===== src/rtl/mem_1w1r_sync_fifo.sv =====
// Single-clock FIFO around a 1-write/1-read memory with a registered read port.
// Define MEM_1W1R_FIFO_FWFT_EN for first-word fall-through (output register holds the head).
module mem_1w1r_sync_fifo #(
  parameter int unsigned DATA_WIDTH    = 32,
  parameter int unsigned PTR_WIDTH     = 3,
  parameter int unsigned AFULL_THRESH  = 6,
  parameter int unsigned AEMPTY_THRESH = 1
) (
  input  logic                  hclk,
  input  logic                  hresetn,
  input  logic                  flush,
  input  logic                  clr_err,
  input  logic                  wr_en,
  input  logic [DATA_WIDTH-1:0] wr_data,
  output logic                  full,
  output logic                  afull,
  input  logic                  rd_en,
  output logic [DATA_WIDTH-1:0] rd_data,
  output logic                  rd_valid,
  output logic                  empty,
  output logic                  aempty,
  output logic [PTR_WIDTH:0]    count,
  output logic                  overflow,
  output logic                  underflow
);

  localparam int unsigned DEPTH = 2 ** PTR_WIDTH;
  localparam int unsigned CNT_W = PTR_WIDTH + 1;
`ifdef MEM_1W1R_FIFO_FWFT_EN
  localparam int unsigned FULL_CNT = DEPTH + 1;
`else
  localparam int unsigned FULL_CNT = DEPTH;
`endif

  logic [DATA_WIDTH-1:0] mem [DEPTH];
  logic [PTR_WIDTH-1:0]  wptr;
  logic [PTR_WIDTH-1:0]  rptr;

  logic             wr_acc;
  logic             rd_acc;
  logic             rdv_nxt;
  logic             empty_nxt;
  logic             ovf_set;
  logic             udf_set;
  logic [CNT_W-1:0] count_nxt;

`ifdef MEM_1W1R_FIFO_FWFT_EN
  // rd_valid doubles as the output-register occupancy bit; mem_cnt tracks the array only.
  logic [CNT_W-1:0] mem_cnt;
  logic [CNT_W-1:0] mem_cnt_nxt;
  logic             pop;

  always_comb begin
    pop         = rd_en & rd_valid & ~flush;
    wr_acc      = wr_en & ~full & ~flush;
    rd_acc      = (mem_cnt != '0) & (~rd_valid | pop) & ~flush;
    rdv_nxt     = ~flush & (rd_acc | (rd_valid & ~pop));
    mem_cnt_nxt = flush ? '0 : (mem_cnt + CNT_W'(wr_acc) - CNT_W'(rd_acc));
    count_nxt   = mem_cnt_nxt + CNT_W'(rdv_nxt);
    empty_nxt   = ~rdv_nxt;
  end

  always_ff @(posedge hclk or negedge hresetn) begin
    if (!hresetn) begin
      mem_cnt <= '0;
    end else begin
      mem_cnt <= mem_cnt_nxt;
    end
  end
`else
  always_comb begin
    wr_acc    = wr_en & ~full & ~flush;
    rd_acc    = rd_en & ~empty & ~flush;
    rdv_nxt   = rd_acc;
    count_nxt = flush ? '0 : (count + CNT_W'(wr_acc) - CNT_W'(rd_acc));
    empty_nxt = (count_nxt == '0);
  end
`endif

  // Errors look at the registered flags; a flushing cycle never raises them.
  always_comb begin
    ovf_set = wr_en & full & ~flush;
    udf_set = rd_en & empty & ~flush;
  end

  always_ff @(posedge hclk) begin
    if (wr_acc) begin
      mem[wptr] <= wr_data;
    end
  end

  always_ff @(posedge hclk or negedge hresetn) begin
    if (!hresetn) begin
      rd_data <= '0;
    end else if (rd_acc) begin
      rd_data <= mem[rptr];
    end
  end

  always_ff @(posedge hclk or negedge hresetn) begin
    if (!hresetn) begin
      wptr <= '0;
      rptr <= '0;
    end else if (flush) begin
      wptr <= '0;
      rptr <= '0;
    end else begin
      if (wr_acc) wptr <= wptr + PTR_WIDTH'(1);
      if (rd_acc) rptr <= rptr + PTR_WIDTH'(1);
    end
  end

  // Flags are computed from the next count so they move with count.
  always_ff @(posedge hclk or negedge hresetn) begin
    if (!hresetn) begin
      count    <= '0;
      full     <= 1'b0;
      afull    <= 1'b0;
      empty    <= 1'b1;
      aempty   <= 1'b1;
      rd_valid <= 1'b0;
    end else begin
      count    <= count_nxt;
      full     <= (count_nxt == CNT_W'(FULL_CNT));
      afull    <= (count_nxt >= CNT_W'(AFULL_THRESH));
      empty    <= empty_nxt;
      aempty   <= (count_nxt <= CNT_W'(AEMPTY_THRESH));
      rd_valid <= rdv_nxt;
    end
  end

  // Sticky errors: a new set beats a simultaneous clear.
  always_ff @(posedge hclk or negedge hresetn) begin
    if (!hresetn) begin
      overflow  <= 1'b0;
      underflow <= 1'b0;
    end else begin
      if (ovf_set)      overflow <= 1'b1;
      else if (clr_err) overflow <= 1'b0;
      if (udf_set)      underflow <= 1'b1;
      else if (clr_err) underflow <= 1'b0;
    end
  end

endmodule


===== config.mk =====
export PLATFORM = sky130hd
export DESIGN_NAME = mem_1w1r_sync_fifo
export DESIGN_NICKNAME = d
export VERILOG_FILES = /design/src/rtl/mem_1w1r_sync_fifo.sv
export SDC_FILE = /design/constraint.sdc
export NUM_CORES = 1
export LEC_CHECK = 0
export CAP_MARGIN = 20
export CORE_MARGIN = 2
export CORE_UTILIZATION = 45
export DETAILED_ROUTE_END_ITERATION = 8
export PLACE_DENSITY_LB_ADDON = 0.05
export SKIP_LAST_GASP = 1
export SYNTH_ARGS = -nofsm -noshare
export SYNTH_HDL_FRONTEND = slang
export SYNTH_SLANG_ARGS = --single-unit

===== constraint.sdc =====
create_clock -name hclk -period 8.4 [get_ports hclk]
set_input_delay 0.84 -clock hclk [delete_from_list [all_inputs] [get_ports hclk]]
set_output_delay 0.84 -clock hclk [all_outputs]
set_load 0.005 [all_outputs]

After elaboration in Yosys (flattened, before gate mapping)
Memories as Yosys holds them, arrays and structs flattened. A register that Yosys moved wholly into a read port is not among the register bits.
Cells that the tools add are included.
{"block": "word_totals", "n_memories": 1, "ff_bits": 17, "out_inout_bits": 43, "input_bits": 38, "wordCells": 45, "ram_bits": 256}
{"block": "op_classes", "n_reduce_logical": 6, "order_cmp": 2, "muxes": 10, "eq_ne": 1, "add_sub_neg": 4, "n_bitwise": 11}
{"name": "mem", "depth": 8, "width": 32, "rd": 1, "rd_clocked_by_memory_dff": 1, "wr": 1, "line_no": "35", "rtl": "logic [DATA_WIDTH-1:0] mem [DEPTH];"}
{"operator": "two-way mux 3 bit", "count": 4}
{"operator": "bitwise AND 1 bit", "count": 8}
{"operator": "nonzero test 2 bit", "count": 4}
{"operator": "adder 3 x 1 -> 3 bit (second input constant)", "count": 2}
{"operator": "two-way mux 1 bit", "count": 5}
{"operator": "adder 4 x 1 -> 4 bit", "count": 1}
{"operator": "== test 4 bit (second input constant)", "count": 1}
{"operator": "greater-or-equal comparator 4 x 3 -> 1 bit (second input constant)", "count": 1}
{"operator": "less-or-equal comparator 4 x 1 -> 1 bit (second input constant)", "count": 1}
{"operator": "zero test 4 bit", "count": 1}
{"operator": "two-way mux 4 bit", "count": 1}
{"operator": "subtractor 4 x 1 -> 4 bit", "count": 1}
{"operator": "inverter 1 bit", "count": 3}
{"operator": "zero test 1 bit", "count": 1}

Logic depth before layout (Yosys ltp)
{"block": "depth", "ltp_word": 7, "ltp_mapped": 11, "ltp_nobuf": 9}

Least setup slack after synthesis
OpenSTA, ideal clock, no wires.
{"block": "synth_timing", "path_type": "in2reg", "from": "input port flush", "to": "memory mem[1][0], enable pin", "arrival_ps": 3475, "path_slack_ps": 4464, "t_required_ps": 7939, "setup_ps": 461, "stages": 3, "path_buffers": 0, "cell_sequence": "nor3b_1 nand2_1 nor3_1"}
{"block": "synth_via", "elab_chain_cells": 4}
{"item": "from (decl)", "line_no": "11", "rtl": "input logic flush,"}
{"item": "inverter 1 bit", "line_no": "72", "rtl": "wr_acc = wr_en & ~full & ~flush;"}
{"item": "bitwise AND 1 bit", "line_no": "72"}
{"item": "two-way mux 1 bit", "line_no": "87", "rtl": "if (wr_acc) begin"}
{"item": "two-way mux 1 bit (implied by the code)", "line_no": "88", "rtl": "mem[wptr] <= wr_data;"}
{"item": "to (decl)", "line_no": "35"}
Every way passes these cells.

Worst setup path after layout
{"block": "layout_timing", "from": "input port flush", "to": "register full"}
{"block": "layout_via", "word_cells_on_any_way": 7, "classes_between": "add/sub: 2; eq/ne: 1; mux: 1; bitwise: 3"}
{"item": "inverter 1 bit", "line_no": "73", "rtl": "rd_acc = rd_en & ~empty & ~flush;"}
{"item": "bitwise AND 1 bit", "line_no": "73"}
{"item": "net rd_acc", "line_no": "40", "rtl": "logic rd_acc;"}
{"item": "subtractor 4 x 1 -> 4 bit", "line_no": "75", "rtl": "count_nxt = flush ? '0 : (count + CNT_W'(wr_acc) - CNT_W'(rd_acc));"}
{"item": "two-way mux 4 bit", "line_no": "75"}
{"item": "== test 4 bit", "line_no": "124", "rtl": "full <= (count_nxt == CNT_W'(FULL_CNT));"}
{"item": "to (signal assigned)", "line_no": "124"}
{"item": "to (decl)", "line_no": "15", "rtl": "output logic full,"}
The timed path passes the listed nets, and every way through them passes these cells.
A chain may end at the register's enable or synchronous reset.

==> impl_metrics.env <==
export IMPL_grt_max_degree=70
export IMPL_fillers=2045
export IMPL_reg2reg_slack_ps=4930
export IMPL_final_antenna_net_count=0
export IMPL_synth_common_cells="edfxtp_1 (256), mux2i_1 (66), mux2_2 (64)"
export IMPL_critPathLaunchType="primary input"
export IMPL_dr_pass1_iters=5
export IMPL_yosysUniqueCellTypes=37
export IMPL_worstReg2RegStart="empty"
export IMPL_wl_per_cell_um=20.8
export IMPL_synth_seq_cells=305
export IMPL_synthCells=666
export IMPL_clockRootBuffer="clkbuf_16"
export IMPL_timing_hold_ws_ps=483
export IMPL_die_y_um=167
export IMPL_crit_fanout=65
export IMPL_ir_worst_vdd_v=0.000207
export IMPL_setup_violations=0
export IMPL_synthArstFlopShare_pct=16.1
export IMPL_wl_um=23400
export IMPL_hp_start="rd_data[1]"
export IMPL_viasPerCell=5.37
export IMPL_dr_total_vias=6033
export IMPL_syn_avg_cell_area_um2=17.9
export IMPL_worst_slew_pin_slew_ps=1050
export IMPL_end_kind="register"
export IMPL_cts_resized_gates=0
export IMPL_hold_violations=0
export IMPL_critPathRequiredTime_ps=8790
export IMPL_clockBufferDepth=3
export IMPL_rr_endpoint="full"
export IMPL_hpwlAfterDp_um=13300
export IMPL_cap_violations=0
export IMPL_min_to="rd_data[1]"
export IMPL_totalNegativeSetupSlack_ps=0
export IMPL_yosysTopAreaCellShare_pct=64.5
export IMPL_fp_dieArea_um2=27800
export IMPL_grt_pass1_vias=6331
export IMPL_clock_skew_ps=12.8
export IMPL_place_congestion=0.682
export IMPL_maxSlewHeadroom_pct=29.7
export IMPL_cts_setup_buffers=0
export IMPL_fp_dieW_um=167
export IMPL_clk_insertion_delay_late_ps=500
export IMPL_cts_buffers=34
export IMPL_r2r_cells=10
export IMPL_rows=59
export IMPL_arrival_ps=4480
export IMPL_cts_hold_buffers_added=0
export IMPL_ys_flop_type="edfxtp_1"
export IMPL_drt_iter0_drc=306
export IMPL_area_delta_synth_final_pct=20.1
export IMPL_syn_num_nets=711
export IMPL_hp_class="reg -> reg"
export IMPL_cts_tree="built"
export IMPL_leakage_uw=0.00493
export IMPL_fin_crit_sh_pct=48.6
export IMPL_yosysWarnings=0
export IMPL_power_density_nw_per_um2=291
export IMPL_clk_pin_slew_ps=60
export IMPL_whs_path_depth=2
export IMPL_clock_sinks=305
export IMPL_drc_errors=0
export IMPL_boundaryPins=81
export IMPL_antenna_found_initial=1
export IMPL_ys_top_cells_by_area="edfxtp_1 (65%), dfrtp_1 (9.9%), mux2_2 (6.1%), mux2i_1 (5.5%), o31ai_2 (2.5%)"
export IMPL_overflow=0
export IMPL_ys_seq_area_share_pct=74.9
export IMPL_rsz0062_at_grt="no"
export IMPL_criticalPathCategory="in -> reg"
export IMPL_fin_nets=807
export IMPL_fmax_mhz=245
export IMPL_cts_max_level=2
export IMPL_yosysTopAreaCell="edfxtp_1"
export IMPL_grt_usage_pct=17.2
export IMPL_portBuffers=80
export IMPL_synth_most_common_cell="edfxtp_1"
export IMPL_start_util_pct=45.7
export IMPL_min_period_ps=4090
export IMPL_core_area_um2=26100
export IMPL_syn_cell_area_um2=11900
export IMPL_drive_gt1_share_pct=21.6
export IMPL_finalMaxSlewViolations=0
export IMPL_grt_pass1_wl_um=36900
export IMPL_status="complete, no violations"
export IMPL_synth_edff_count=256
power breakdown:
| group | switching (µW) | leakage [µW] | internal [µW] |
|---|---|---|---|
| clock network | 561 | 0.000555 | 914 |
| logic | 364 | 0.00144 | 434 |
| registers | 99.3 | 0.00293 | 1800 |
cell type report:
class	count	area, µm²	area share, %
sequential	305	8920	62.3
antenna	1	2.50	0.0175
inverter	8	30.0	0.210
clock buffer	44	940	6.57
multi-input combinational	318	2830	19.8
timing repair buffer	95	978	6.84
clock inverter	17	190	1.33
tap	335	419	2.93
layout by cell type (no fill, tap or decap), drive strengths merged, types with 2 or more instances in the layout:
| cell type | n |
|---|---|
| clkinv | 10 |
| a32o | 2 |
| clkdlybuf4s50 | 79 |
| o22ai | 32 |
| mux2i | 66 |
| xnor2 | 2 |
| a22o | 32 |
| nor3 | 2 |
| clkbuf | 44 |
| inv | 10 |
| dfstp | 2 |
| xor2 | 4 |
| mux2 | 64 |
| dfrtp | 47 |
| edfxtp | 256 |
| o31ai | 33 |
| nand3b | 2 |
| bufinv | 4 |
| nor2b | 4 |
| ha | 6 |
| a21oi | 3 |
| nand3 | 2 |
| nor2 | 13 |
| buf | 16 |
| nand2 | 36 |
| nand2b | 5 |
metal layers:
layer | track usage (%) | vias up | wire [µm]
met3 | 3.21 | 36 | 792
met1 | 22.3 | 3083 | 10500
met5 | 0 | - | 0
li1 | - | 2810 | -
met4 | 4.61 | 0 | 373
met2 | 29.8 | 104 | 11700
cells by family (layout without fill, tap and decap cells):
logic type | Yosys count | count (layout) | share of synthesized area [%]
multiplexers | 130 | 130 | 11.6
XOR/XNOR | 6 | 6 | 0.441
buffers and inverters | 43 | 164 | 2.04
other | 0 | 1 | 0
AND/OR/NAND/NOR | 69 | 69 | 2.61
adder cells (fa/ha/maj) | 7 | 7 | 0.798
AO/OA/AOI/OAI | 106 | 106 | 7.67
flip-flops | 305 | 305 | 74.9
metrics by stage:
stage	instance area (µm²)	utilization (%)	worst slack (ps)	instances	total power [µW]
finish	14300	54.9	4310	1123	4170
CTS	14300	54.8	4310	1121	4220
global placement	13100	50.1	3930	1056	2700
floorplan	11900	-	4460	666	2400
detailed placement	13100	50.5	3840	1060	2730
global route	14300	54.9	4050	1122	4360
flip-flops by register name, summed over array words and instances (netlist names):
signal / count
rptr: 3
overflow: 1
full: 1
rd_valid: 1
wptr: 3
empty: 1
afull: 1
count: 4
aempty: 1
mem: 256
rd_data: 32
underflow: 1
critical path, stage by stage:
cell,delay [ps]
clkdlybuf4s50_1,780
or3b_4,210
buf_4,670
inv_1,140
ha_1,320
inv_1,40
ha_1,200
fa_1,410
xor2_1,220
or3_1,370
a211oi_1,260
worst max-delay path by stage:
stage                end  startpoint  cells after the start  slack, ps
2_1_floorplan  mem[1][0]       flush                      3       4460
3_3_place_gp        full       flush                     11       3930
3_5_place_dp        full       flush                     11       3840
4_1_cts             full       flush                     11       4310
5_1_grt             full       flush                     11       4050
6_report            full       flush                     11       4310
(Power assumes the default switching activity.)
